**src/rtl/vae_batch_scheduler_pkg.sv**
```systemverilog
// ---------------------------------------------------------------------------
// vae_sched_pkg
// Shared definitions for the VAE batch scheduler slice:
//   - sched_state_t : scheduler FSM encoding (IDLE=0, LOAD=1, RUN=2, DRAIN=3)
//   - DEF_*         : default depths/widths of the forward_vae core buffers
//   - SKID_DEPTH    : entries in the output skid FIFO, SKID_CNT_W its count width
// ---------------------------------------------------------------------------
package vae_sched_pkg;

   typedef enum logic [1:0] {
      ST_IDLE  = 2'd0,
      ST_LOAD  = 2'd1,
      ST_RUN   = 2'd2,
      ST_DRAIN = 2'd3
   } sched_state_t;

   localparam int DEF_MEM_DEPTH_IN   = 20;
   localparam int DEF_MEM_DEPTH_OUT  = 11;
   localparam int DEF_ADDR_WIDTH_IN  = 5;
   localparam int DEF_ADDR_WIDTH_OUT = 4;
   localparam int DEF_DATA_WIDTH     = 64;

   localparam int SKID_DEPTH = 2;
   localparam int SKID_CNT_W = $clog2(SKID_DEPTH + 1);

endpackage

```
**src/rtl/vae_batch_scheduler_if.sv**
```systemverilog
// ---------------------------------------------------------------------------
// vae_batch_scheduler_if
// AXI4-Stream style channel used for both the sample input and result output.
// Signals: tvalid, tready, tdata[DATA_WIDTH-1:0], tlast.
// Modports:
//   master : drives tvalid/tdata/tlast, receives tready
//   slave  : receives tvalid/tdata/tlast, drives tready
// ---------------------------------------------------------------------------
interface vae_batch_scheduler_if
   import vae_sched_pkg::*;
#(
   parameter int DATA_WIDTH = DEF_DATA_WIDTH
);

   logic                  tvalid;
   logic                  tready;
   logic [DATA_WIDTH-1:0] tdata;
   logic                  tlast;

   modport master (output tvalid, output tdata, output tlast, input tready);
   modport slave  (input tvalid, input tdata, input tlast, output tready);

endinterface

```
**src/rtl/vae_batch_scheduler_skid_fifo.sv**
```systemverilog
// ---------------------------------------------------------------------------
// vae_skid_fifo
// Small register FIFO (SKID_DEPTH entries) that decouples core read latency
// from downstream backpressure. The head entry stays stable until popped.
// Ports:
//   clk, reset    : clock and synchronous active-high reset
//   i_push        : write i_pushData this cycle
//   i_pushData    : entry to store
//   o_popValid    : FIFO holds at least one entry
//   i_popReady    : consumer takes the head entry when o_popValid is high
//   o_popData     : head entry
//   o_count       : number of stored entries
// ---------------------------------------------------------------------------
module vae_skid_fifo
   import vae_sched_pkg::*;
#(
   parameter int WIDTH = DEF_DATA_WIDTH + 1
) (
   input  logic                  clk,
   input  logic                  reset,
   input  logic                  i_push,
   input  logic [WIDTH-1:0]      i_pushData,
   output logic                  o_popValid,
   input  logic                  i_popReady,
   output logic [WIDTH-1:0]      o_popData,
   output logic [SKID_CNT_W-1:0] o_count
);

   localparam logic [SKID_CNT_W-1:0] FULL_CNT = SKID_CNT_W'(SKID_DEPTH);

   logic [WIDTH-1:0]      r_mem [SKID_DEPTH];
   logic                  r_wrPtr;
   logic                  r_rdPtr;
   logic [SKID_CNT_W-1:0] r_count;
   logic                  w_pop;
   logic                  w_push;

   assign w_pop      = i_popReady && (r_count != '0);
   assign w_push     = i_push && ((r_count != FULL_CNT) || w_pop);
   assign o_popValid = (r_count != '0);
   assign o_popData  = r_mem[r_rdPtr];
   assign o_count    = r_count;

   // Storage, pointers and occupancy; a simultaneous push and pop leaves the count unchanged.
   always_ff @(posedge clk) begin
      if (reset) begin
         for (int i = 0; i < SKID_DEPTH; i++) begin
            r_mem[i] <= '0;
         end
         r_wrPtr <= 1'b0;
         r_rdPtr <= 1'b0;
         r_count <= '0;
      end else begin
         if (w_push) begin
            r_mem[r_wrPtr] <= i_pushData;
            r_wrPtr        <= ~r_wrPtr;
         end
         if (w_pop) begin
            r_rdPtr <= ~r_rdPtr;
         end
         case ({w_push, w_pop})
            2'b10:   r_count <= r_count + 1'b1;
            2'b01:   r_count <= r_count - 1'b1;
            default: r_count <= r_count;
         endcase
      end
   end

endmodule

```
**src/rtl/vae_batch_scheduler.sv**
```systemverilog
// ---------------------------------------------------------------------------
// vae_batch_scheduler
// Drives the forward_vae core over a batch of samples: loads MEM_DEPTH_IN
// words per sample from s_axis into the core, runs the core until
// core_finish, then streams MEM_DEPTH_OUT result words out on m_axis through
// a 2-entry skid FIFO with full backpressure support.
// Ports:
//   aclk, areset      : clock, synchronous active-high reset
//   cfg_batch_len     : samples per batch (0 treated as 1), latched leaving IDLE
//   s_axis (slave)    : input sample words, tlast on the last word of a sample
//   m_axis (master)   : result words, tlast on the last word of the batch
//   core_start/core_in_addr/core_din : core input buffer write port
//   core_rd_en/core_finish           : core run enable and completion level
//   core_en_out/core_out_addr/core_dout : core output read port (1-cycle latency)
//   busy, batch_done, err_framing    : status (busy, completion pulse, sticky tlast error)
// Optional: define VAE_SCHED_PERF_CNT_EN to add perf_run_cycles[31:0], the
// number of cycles spent in RUN during the current batch.
// ---------------------------------------------------------------------------
module vae_batch_scheduler
   import vae_sched_pkg::*;
#(
   parameter int MEM_DEPTH_IN   = DEF_MEM_DEPTH_IN,
   parameter int MEM_DEPTH_OUT  = DEF_MEM_DEPTH_OUT,
   parameter int ADDR_WIDTH_IN  = DEF_ADDR_WIDTH_IN,
   parameter int ADDR_WIDTH_OUT = DEF_ADDR_WIDTH_OUT,
   parameter int DATA_WIDTH     = DEF_DATA_WIDTH
) (
   input  logic                      aclk,
   input  logic                      areset,
   input  logic [15:0]               cfg_batch_len,
   vae_batch_scheduler_if.slave      s_axis,
   vae_batch_scheduler_if.master     m_axis,
   output logic                      core_start,
   output logic [ADDR_WIDTH_IN-1:0]  core_in_addr,
   output logic [DATA_WIDTH-1:0]     core_din,
   output logic                      core_rd_en,
   input  logic                      core_finish,
   output logic                      core_en_out,
   output logic [ADDR_WIDTH_OUT-1:0] core_out_addr,
   input  logic [DATA_WIDTH-1:0]     core_dout,
   output logic                      busy,
   output logic                      batch_done,
   output logic                      err_framing
`ifdef VAE_SCHED_PERF_CNT_EN
   ,
   output logic [31:0]               perf_run_cycles
`endif
);

   localparam int RD_W = ADDR_WIDTH_OUT + 1;
   localparam int CR_W = SKID_CNT_W + 1;
   localparam logic [ADDR_WIDTH_IN-1:0] WORD_LAST = ADDR_WIDTH_IN'(MEM_DEPTH_IN - 1);
   localparam logic [RD_W-1:0]          RD_LAST   = RD_W'(MEM_DEPTH_OUT - 1);
   localparam logic [RD_W-1:0]          RD_END    = RD_W'(MEM_DEPTH_OUT);

   sched_state_t           r_state;
   logic [ADDR_WIDTH_IN-1:0] r_wordCnt;
   logic [RD_W-1:0]        r_rdCnt;
   logic [15:0]            r_sampleCnt;
   logic [15:0]            r_batchLen;
   logic                   r_sTready;
   logic                   r_coreRdEn;
   logic                   r_busy;
   logic                   r_batchDone;
   logic                   r_errFraming;
   logic                   r_inflight;
   logic                   r_inflightLast;

   logic                   w_inHs;
   logic                   w_wordLast;
   logic                   w_lastSample;
   logic                   w_fifoValid;
   logic [DATA_WIDTH:0]    w_fifoHead;
   logic [SKID_CNT_W-1:0]  w_fifoCount;
   logic                   w_pop;
   logic [CR_W-1:0]        w_credit;
   logic                   w_issue;
   logic                   w_drainDone;

   assign w_inHs       = (r_state == ST_LOAD) && s_axis.tvalid;
   assign w_wordLast   = (r_wordCnt == WORD_LAST);
   assign w_lastSample = (r_sampleCnt == (r_batchLen - 16'd1));
   assign w_pop        = w_fifoValid && m_axis.tready;

   // Slots already claimed by stored or in-flight words; a word leaving this
   // cycle frees its slot so reads can be issued every cycle under full ready.
   assign w_credit    = {1'b0, w_fifoCount} + CR_W'(r_inflight) - CR_W'(w_pop);
   assign w_issue     = (r_state == ST_DRAIN) && (r_rdCnt < RD_END) &&
                        (w_credit < CR_W'(SKID_DEPTH));
   assign w_drainDone = (r_state == ST_DRAIN) && (r_rdCnt == RD_END) &&
                        !r_inflight && (w_fifoCount == '0);

   // Everything is forced to 0 while reset is held, including the cycle
   // before the reset edge is taken.
   assign s_axis.tready = r_sTready && !areset;
   assign core_start    = w_inHs && !areset;
   assign core_in_addr  = areset ? '0 : r_wordCnt;
   assign core_din      = areset ? '0 : s_axis.tdata;
   assign core_rd_en    = r_coreRdEn && !areset;
   assign core_en_out   = w_issue && !areset;
   assign core_out_addr = areset ? '0 : r_rdCnt[ADDR_WIDTH_OUT-1:0];
   assign m_axis.tvalid = w_fifoValid && !areset;
   assign m_axis.tdata  = areset ? '0 : w_fifoHead[DATA_WIDTH-1:0];
   assign m_axis.tlast  = w_fifoValid && w_fifoHead[DATA_WIDTH] && !areset;
   assign busy          = r_busy && !areset;
   assign batch_done    = r_batchDone && !areset;
   assign err_framing   = r_errFraming && !areset;

   // Scheduler FSM; tready, rd_en, busy and batch_done are registered
   // alongside the state so they change on the same edge as the transition.
   always_ff @(posedge aclk) begin
      if (areset) begin
         r_state      <= ST_IDLE;
         r_wordCnt    <= '0;
         r_rdCnt      <= '0;
         r_sampleCnt  <= '0;
         r_batchLen   <= '0;
         r_sTready    <= 1'b0;
         r_coreRdEn   <= 1'b0;
         r_busy       <= 1'b0;
         r_batchDone  <= 1'b0;
         r_errFraming <= 1'b0;
      end else begin
         r_batchDone <= 1'b0;
         case (r_state)
            ST_IDLE: begin
               if (s_axis.tvalid) begin
                  r_batchLen  <= (cfg_batch_len == 16'd0) ? 16'd1 : cfg_batch_len;
                  r_sampleCnt <= '0;
                  r_wordCnt   <= '0;
                  r_rdCnt     <= '0;
                  r_sTready   <= 1'b1;
                  r_busy      <= 1'b1;
                  r_state     <= ST_LOAD;
               end
            end
            ST_LOAD: begin
               if (w_inHs) begin
                  if (s_axis.tlast != w_wordLast) begin
                     r_errFraming <= 1'b1;
                  end
                  if (w_wordLast) begin
                     r_wordCnt  <= '0;
                     r_sTready  <= 1'b0;
                     r_coreRdEn <= 1'b1;
                     r_state    <= ST_RUN;
                  end else begin
                     r_wordCnt <= r_wordCnt + 1'b1;
                  end
               end
            end
            ST_RUN: begin
               if (core_finish) begin
                  r_coreRdEn <= 1'b0;
                  r_state    <= ST_DRAIN;
               end
            end
            ST_DRAIN: begin
               if (w_issue) begin
                  r_rdCnt <= r_rdCnt + 1'b1;
               end
               if (w_drainDone) begin
                  r_rdCnt <= '0;
                  if (w_lastSample) begin
                     r_batchDone <= 1'b1;
                     r_busy      <= 1'b0;
                     r_state     <= ST_IDLE;
                  end else begin
                     r_sampleCnt <= r_sampleCnt + 16'd1;
                     r_sTready   <= 1'b1;
                     r_state     <= ST_LOAD;
                  end
               end
            end
            default: r_state <= ST_IDLE;
         endcase
      end
   end

   // One-cycle read pipeline: core_dout becomes valid the cycle after issue,
   // carrying the end-of-batch marker computed at issue time.
   always_ff @(posedge aclk) begin
      if (areset) begin
         r_inflight     <= 1'b0;
         r_inflightLast <= 1'b0;
      end else begin
         r_inflight     <= w_issue;
         r_inflightLast <= w_issue && (r_rdCnt == RD_LAST) && w_lastSample;
      end
   end

   vae_skid_fifo #(
      .WIDTH (DATA_WIDTH + 1)
   ) u_skidFifo (
      .clk        (aclk),
      .reset      (areset),
      .i_push     (r_inflight),
      .i_pushData ({r_inflightLast, core_dout}),
      .o_popValid (w_fifoValid),
      .i_popReady (m_axis.tready),
      .o_popData  (w_fifoHead),
      .o_count    (w_fifoCount)
   );

`ifdef VAE_SCHED_PERF_CNT_EN
   logic [31:0] r_perfRunCycles;

   // RUN-cycle counter for the current batch; restarts when a batch begins
   // and holds after completion.
   always_ff @(posedge aclk) begin
      if (areset) begin
         r_perfRunCycles <= '0;
      end else if ((r_state == ST_IDLE) && s_axis.tvalid) begin
         r_perfRunCycles <= '0;
      end else if (r_state == ST_RUN) begin
         r_perfRunCycles <= r_perfRunCycles + 32'd1;
      end
   end

   assign perf_run_cycles = areset ? '0 : r_perfRunCycles;
`endif

endmodule

```
**src/flat_wrapper.sv**
```systemverilog
// flat-port wrapper written by rule: the top's interface ports become plain ports
module vae_batch_scheduler_flat import vae_sched_pkg::*;
#(
   parameter int MEM_DEPTH_IN   = DEF_MEM_DEPTH_IN,
   parameter int MEM_DEPTH_OUT  = DEF_MEM_DEPTH_OUT,
   parameter int ADDR_WIDTH_IN  = DEF_ADDR_WIDTH_IN,
   parameter int ADDR_WIDTH_OUT = DEF_ADDR_WIDTH_OUT,
   parameter int DATA_WIDTH     = DEF_DATA_WIDTH
)
  (aclk, areset, cfg_batch_len, core_start, core_in_addr, core_din, core_rd_en, core_finish, core_en_out, core_out_addr, core_dout, busy, batch_done, err_framing, s_axis_tvalid, s_axis_tdata, s_axis_tlast, s_axis_tready, m_axis_tvalid, m_axis_tdata, m_axis_tlast, m_axis_tready);
  vae_batch_scheduler_if #(.DATA_WIDTH(DATA_WIDTH)) s_axis_i ();
  vae_batch_scheduler_if #(.DATA_WIDTH(DATA_WIDTH)) m_axis_i ();
  input  logic aclk;
  input  logic areset;
  input  logic [15:0] cfg_batch_len;
  output logic core_start;
  output logic [ADDR_WIDTH_IN-1:0] core_in_addr;
  output logic [DATA_WIDTH-1:0] core_din;
  output logic core_rd_en;
  input  logic core_finish;
  output logic core_en_out;
  output logic [ADDR_WIDTH_OUT-1:0] core_out_addr;
  input  logic [DATA_WIDTH-1:0] core_dout;
  output logic busy;
  output logic batch_done;
  output logic err_framing;
  input wire logic [$bits(s_axis_i.tvalid)-1:0] s_axis_tvalid;
  input wire logic [$bits(s_axis_i.tdata)-1:0] s_axis_tdata;
  input wire logic [$bits(s_axis_i.tlast)-1:0] s_axis_tlast;
  output wire logic [$bits(s_axis_i.tready)-1:0] s_axis_tready;
  output wire logic [$bits(m_axis_i.tvalid)-1:0] m_axis_tvalid;
  output wire logic [$bits(m_axis_i.tdata)-1:0] m_axis_tdata;
  output wire logic [$bits(m_axis_i.tlast)-1:0] m_axis_tlast;
  input wire logic [$bits(m_axis_i.tready)-1:0] m_axis_tready;
  assign s_axis_i.tvalid = s_axis_tvalid;
  assign s_axis_i.tdata = s_axis_tdata;
  assign s_axis_i.tlast = s_axis_tlast;
  assign s_axis_tready = s_axis_i.tready;
  assign m_axis_tvalid = m_axis_i.tvalid;
  assign m_axis_tdata = m_axis_i.tdata;
  assign m_axis_tlast = m_axis_i.tlast;
  assign m_axis_i.tready = m_axis_tready;
  vae_batch_scheduler #(.MEM_DEPTH_IN(MEM_DEPTH_IN), .MEM_DEPTH_OUT(MEM_DEPTH_OUT), .ADDR_WIDTH_IN(ADDR_WIDTH_IN), .ADDR_WIDTH_OUT(ADDR_WIDTH_OUT), .DATA_WIDTH(DATA_WIDTH)) u_core (.aclk(aclk), .areset(areset), .cfg_batch_len(cfg_batch_len), .s_axis(s_axis_i), .m_axis(m_axis_i), .core_start(core_start), .core_in_addr(core_in_addr), .core_din(core_din), .core_rd_en(core_rd_en), .core_finish(core_finish), .core_en_out(core_en_out), .core_out_addr(core_out_addr), .core_dout(core_dout), .busy(busy), .batch_done(batch_done), .err_framing(err_framing));
endmodule
```
**config.mk**
```make
export PLATFORM = sky130hd
export DESIGN_NAME = vae_batch_scheduler_flat
export DESIGN_NICKNAME = d
export VERILOG_FILES = /design/src/rtl/vae_batch_scheduler_pkg.sv /design/src/rtl/vae_batch_scheduler_if.sv /design/src/rtl/vae_batch_scheduler_skid_fifo.sv /design/src/rtl/vae_batch_scheduler.sv /design/src/flat_wrapper.sv
export SDC_FILE = /design/constraint.sdc
export NUM_CORES = 1
export LEC_CHECK = 0
export ABC_CLOCK_PERIOD_IN_PS = 13000
export CELL_PAD_IN_SITES_DETAIL_PLACEMENT = 1
export CELL_PAD_IN_SITES_GLOBAL_PLACEMENT = 1
export CORE_MARGIN = 4
export CORE_UTILIZATION = 39
export DETAILED_ROUTE_END_ITERATION = 6
export PLACE_DENSITY_LB_ADDON = 0.1
export SETUP_SLACK_MARGIN = 0.1
export SYNTH_ARGS = -nofsm -noshare
export SYNTH_HDL_FRONTEND = slang
export SYNTH_SLANG_ARGS = --single-unit
```
**constraint.sdc**
```tcl
create_clock -name aclk -period 13 [get_ports aclk]
set_clock_uncertainty 0.1 [all_clocks]
set_input_delay 2.6 -clock aclk [delete_from_list [all_inputs] [get_ports aclk]]
set_output_delay 2.6 -clock aclk [all_outputs]
set_load 0.02 [all_outputs]
```
# Word-level counts from Yosys, hierarchy flattened

Memories as Yosys holds them, arrays and structs flattened. A register that Yosys moved wholly into a read port is not among the register bits.
Cells that the tools add are included.

Register bits: 55
Bits in writable memories: 130
Input port bits: 150
Output and inout bits: 146
Logic and storage cells: 140
Memories kept: 1

Add/subtract/negate cells: 8
Magnitude comparators: 2
Eq/ne operators: 19
Muxes and demuxes: 48
Bitwise gates (word level): 4
Reduce and logical (&&, ||, !) cells: 43

Memories:

| name                    | depth | bits a word | rd ports | clocked after Yosys merged registers in | wr ports | line                                | source |
|---|---|---|---|---|---|---|---|
| u_core.u_skidFifo.r_mem | 2     | 65          | 1        | 1                                       | 2        | vae_batch_scheduler_skid_fifo.sv:31 | `logic [WIDTH-1:0] r_mem [SKID_DEPTH];` |

Operators with widths:

| kind                                                                     | count |
|---|---|
| 64-bit two-way mux                                                       | 2 |
| 65-bit two-way mux                                                       | 1 |
| 65-bit OR reduction                                                      | 1 |
| 16-bit two-way mux                                                       | 4 |
| 16-bit case mux with 2 select lines                                      | 1 |
| 5-bit two-way mux                                                        | 6 |
| 1-bit two-way mux                                                        | 21 |
| 1-bit logical AND                                                        | 20 |
| 5-bit case mux with 2 select lines                                       | 2 |
| 16-bit by 1-bit adder with 16-bit output (second input constant)         | 1 |
| 16-bit equality test                                                     | 1 |
| 16-bit zero test                                                         | 1 |
| 16-bit by 1-bit subtractor with 16-bit output (second input constant)    | 1 |
| 4-bit AND reduction                                                      | 3 |
| 5-bit by 1-bit adder with 5-bit output (second input constant)           | 2 |
| 5-bit by 4-bit equality test with 1-bit output (second input constant)   | 2 |
| 2-bit two-way mux                                                        | 5 |
| 2-bit nonzero test                                                       | 5 |
| 3-bit AND reduction                                                      | 3 |
| 2-bit by 1-bit inequality test with 1-bit output (second input constant) | 4 |
| 2-bit inequality test (second input constant)                            | 4 |
| 2-bit case mux with 4 select lines                                       | 1 |
| 2-bit equality test (second input constant)                              | 3 |
| 6-bit AND reduction                                                      | 1 |
| other kinds (22)                                                         | 29 |

# Depth between registers and ports, before layout

Depth in word-level cells: 9
Depth in mapped cells: 12
Depth with buffers taken out: 11

# By module

From an unflattened synthesis, not the netlist that was laid out.

Cells, all modules: 908
Area, all modules: 9859.5 µm²

By module, submodules not included:

| module              | instances | cells an instance | area each (µm²) | sequential area each (µm²) |
|---|---|---|---|---|
| vae_skid_fifo       | 1         | 372               | 5875.6          | 4003.8 |
| vae_batch_scheduler | 1         | 536               | 3983.8          | 1021.0 |

# Worst setup path after synthesis

OpenSTA, ideal clock, no wires.

Path kind: in2out
Start point: in m_axis_tready
End point: out core_en_out
Data arrival time: 4868 ps
Data required time: 10300 ps
Slack: 5432 ps
Stages: 7
Path buffers: 0
Cell sequence: nor2b_1 -> ha_1 -> nand2b_1 -> fa_1 -> xor2_1 -> a2111oi_0 -> nor2b_1

Longest elaborated chain between the ends: 5

RTL lines:

| element                                               | line                       | source |
|---|---|---|
| from (decl)                                           | flat_wrapper.sv:34         | `input wire logic [$bits(m_axis_i.tready)-1:0] m_axis_tready;` |
| 1-bit logical AND                                     | vae_batch_scheduler.sv:83  | `assign w_pop = w_fifoValid && m_axis.tready;` |
| 3-bit by 1-bit subtractor with 3-bit output           | vae_batch_scheduler.sv:87  | `assign w_credit = {1'b0, w_fifoCount} + CR_W'(r_inflight) - CR_W'(w_pop);` |
| 3-bit by 2-bit less-than comparator with 1-bit output | vae_batch_scheduler.sv:89  | `(w_credit < CR_W'(SKID_DEPTH));` |
| 1-bit logical AND                                     | vae_batch_scheduler.sv:88  | `assign w_issue = (r_state == ST_DRAIN) && (r_rdCnt < RD_END) &&` |
| 1-bit logical AND                                     | vae_batch_scheduler.sv:100 | `assign core_en_out = w_issue && !areset;` |
| to (decl)                                             | flat_wrapper.sv:21         | `output logic core_en_out;` |

Every way passes these cells.

# Final worst setup path

Start point: in m_axis_tready
End point: out core_en_out

Longest elaborated chain between the ends: 5

RTL lines:

| element                                               | line                                | source |
|---|---|---|
| 1-bit logical AND                                     | --                                  |  |
| named net u_core.u_skidFifo.w_pop                     | vae_batch_scheduler_skid_fifo.sv:35 | `logic w_pop;` |
| 3-bit by 1-bit subtractor with 3-bit output           | vae_batch_scheduler.sv:87           |  |
| 3-bit by 2-bit less-than comparator with 1-bit output | vae_batch_scheduler.sv:89           |  |
| 1-bit logical AND                                     | vae_batch_scheduler.sv:88           |  |
| 1-bit logical AND                                     | vae_batch_scheduler.sv:100          |  |

The timed path passes the listed nets, and every way through them passes these cells.

==> flow_metrics.env <==
export IMPL_start_kind="primary input"
export IMPL_synth_cell_types=73
export IMPL_rsz0062_at_grt="false"
export IMPL_ys_async_sr_fraction=0
export IMPL_num_vias=7683
export IMPL_clkPwrFrac=0.311
export IMPL_wl_per_cell_um=18.31
export IMPL_worst_slew_pin_slew_ns=0.9582
export IMPL_endpoint_kind="primary output"
export IMPL_fmax_mhz=112.8
export IMPL_clk_path_buf_depth=2
export IMPL_power_internal_uw=1162
export IMPL_synth_nets=1088
export IMPL_synthesis_instances=926
export IMPL_clock_latency_ns=0.43
export IMPL_status="finished, final reports clean"
export IMPL_crit_fanout=5
export IMPL_die_y_um=165.3
export IMPL_seq_area_um2=5029
export IMPL_viasPerCell=5.035
export IMPL_drc=0
export IMPL_reg2regPathDepth=10
export IMPL_n_fill_cell=2670
export IMPL_final_antenna_net_count=0
export IMPL_relSlewSlack=0.3447
export IMPL_hold_class="reg -> reg"
export IMPL_finalCriticalPeriod_ns=8.867
export IMPL_hold_viol=0
export IMPL_placed_area_um2=12810
export IMPL_port_buffers=295
export IMPL_grtUsageTotal=0.1989
export IMPL_multi_input_area_um2=4332
export IMPL_power_switching_uw=584.1
export IMPL_pwr_share_seq=0.410
export IMPL_crit_chain="clkdlybuf4s50_1 > nor2b_1 > ha_1 > nand2b_1 > fa_1 > xor2_1 > a2111oi_0 > nor2b_1 > clkdlybuf4s50_1"
export IMPL_grt_pass1_wl_mm=42.78
export IMPL_peakVddDrop_uv=77.58
export IMPL_grt_overflow=0
export IMPL_maxCapViolations=0
export IMPL_grt_max_degree=119
export IMPL_fp_dieW_um=165.3
export IMPL_crit_type="in -> out"
export IMPL_ys_warn_count=0
export IMPL_drv_slew=0
export IMPL_h_tree_depth=4
export IMPL_post_cts_resized=0
export IMPL_crit_path_top_delay_cell="a2111oi_0"
export IMPL_clk_pin_slew_ns=0.08
export IMPL_setup_viol=0
export IMPL_drt_total_wl_mm=27.94
export IMPL_synthTopCellsByCount="and2_1 (133), edfxtp_1 (130), nor2_1 (99)"
export IMPL_finalPower_uw=1746
export IMPL_syn_mean_instance_area_um2=10.43
export IMPL_hold_buffers=0
export IMPL_cts_root_buf="clkbuf_16"
export IMPL_hold_depth=2
export IMPL_final_nets=1350
export IMPL_layout_worst_path_cycle_share=0.6821
export IMPL_clkSinkCount=186
export IMPL_drt_pass1_iter_count=4
export IMPL_worstPathRequired_ns=10.30
export IMPL_final_area_um2=13440
export IMPL_antenna_found_initial=3
export IMPL_cts_buffers=17
export IMPL_final_util=0.5528
export IMPL_first_iter_violations=366
export IMPL_drive_gt1_frac=0.05162
export IMPL_arrival_ns=6.17
export IMPL_synthTopCellsByArea="edfxtp_1 (40%), dfxtp_1 (12%), and2_1 (8.6%)"
export IMPL_core_um2=24320
export IMPL_ioPinCount=296
export IMPL_slowest_delay_ns=0.84
export IMPL_yosysTopAreaCellShare=0.4044
export IMPL_place_hpwl_mm=20.11
export IMPL_netlist_area_um2=9654
export IMPL_initial_utilization=0.3970
export IMPL_power_density_nw_per_um2=129.9
export IMPL_ys_seq_area_frac=0.5205
export IMPL_postSynthRegisterBits=186
export IMPL_synth_ff_type="edfxtp_1"
export IMPL_rows=57
export IMPL_tns_ns=0
export IMPL_postCtsSetupRepairBufs=0
export IMPL_first_global_vias=7790
export IMPL_cts_tree="done"
export IMPL_leakage_uw=0.004732
export IMPL_syn_to_final_growth_pct=39.24
export IMPL_dieArea_um2=27340
export IMPL_p_sw_frac=0.3345
export IMPL_finalNonFillerCells=1526
export IMPL_yosysTopAreaCell="edfxtp_1"
export IMPL_yosysMostFrequentCell="and2_1"
export IMPL_synth_edff_count=130
export IMPL_place_gp_congestion=0.8094
export IMPL_place_inst=1493
export IMPL_pwr_share_comb=0.279
==> power by group through the flow <==
stage               Combinational [µW]  Sequential (µW)  Clock (µW)
CTS                                493              717         554
global route                       534              724         582
floorplan                          325              711           0
global placement                   483              728           0
detailed placement                 490              731           0
finish                             488              716         542
==> metrics by stage <==
stage,setup WS (ns),hold WS [ns]
2_1_floorplan,5.432,0.3437
3_3_place_gp,4.253,0.3622
3_5_place_dp,4.153,0.3638
4_1_cts,4.133,0.3814
5_1_grt,3.868,0.4077
6_report,4.133,0.3859
==> path summary, 6_finish.rpt <==
kind | start | end | slack (ns)
hold / removal | u_core.r_busy | u_core.r_busy | 0.39
setup reg to reg | u_core.u_skidFifo.o_count[1] | u_core.r_rdCnt[1] | 9.23
hold reg to reg | u_core.r_busy | u_core.r_busy | 0.39
setup / recovery | m_axis_tready | core_en_out | 4.13
==> per-layer routing <==
metal  GRT usage  routed length, µm
met5           0                 23
met4     0.06374                531
met3     0.05361               1802
met2      0.3278              13670
met1      0.2556              11910
==> placed cells by master, fill, tap and decap left out, types with 4 or more instances in the layout <==
master / count
clkdlybuf4s50_1: 294
and2_1: 133
edfxtp_1: 130
nor2_1: 99
nor2b_1: 83
mux2i_1: 71
nand2_1: 60
dfxtp_1: 55
a21oi_1: 39
clkbuf_16: 17
xnor2_1: 15
xor2_1: 14
nand4_1: 12
inv_1: 12
ha_1: 11
nand3_1: 10
nor3_1: 10
o21ai_0: 8
or3_1: 8
or4_1: 8
o31ai_1: 7
nor4_1: 6
nand2b_1: 6
clkinv_8: 6
buf_4: 6
a31oi_1: 5
o21ai_1: 4
==> flip-flops by register name (all words and copies together), names as in the netlist, named ones only <==
register and cells:
u_core.r_batchDone 1, u_core.r_batchLen 16, u_core.r_busy 1, u_core.r_coreRdEn 1, u_core.r_errFraming 1, u_core.r_inflight 1, u_core.r_inflightLast 1, u_core.r_rdCnt 5
u_core.r_sTready 1, u_core.r_sampleCnt 16, u_core.r_state 2, u_core.r_wordCnt 5, u_core.u_skidFifo.o_count 2, u_core.u_skidFifo.r_mem 130, u_core.u_skidFifo.r_rdPtr 1, u_core.u_skidFifo.r_wrPtr 1
==> critical path: cells and delay by family <==
kind            cells  cell delay [ns]
buf+inv             2             1.20
compound gates      1             0.84
simple gates        3             0.71
xor+xnor            1             0.15
fa+ha+maj           2             0.67
==> cells by family after synthesis <==
logic type	synth area share
compound gates	0.05858
xor+xnor	0.02631
fa+ha+maj	0.01633
buf+inv	0.03305
flops	0.5205
mux	0.07361
simple gates	0.2716
==> area by class of cell <==
cell class                 count  share of cell area
antenna                        1           0.0001862
sequential                   186              0.3741
clock inverter                15             0.01526
clock buffer                  17             0.03165
tap                          324             0.03016
inverter                      12            0.003351
multi-input combinational    670              0.3222
timing repair buffer         301              0.2231
(Power assumes the default switching activity.)
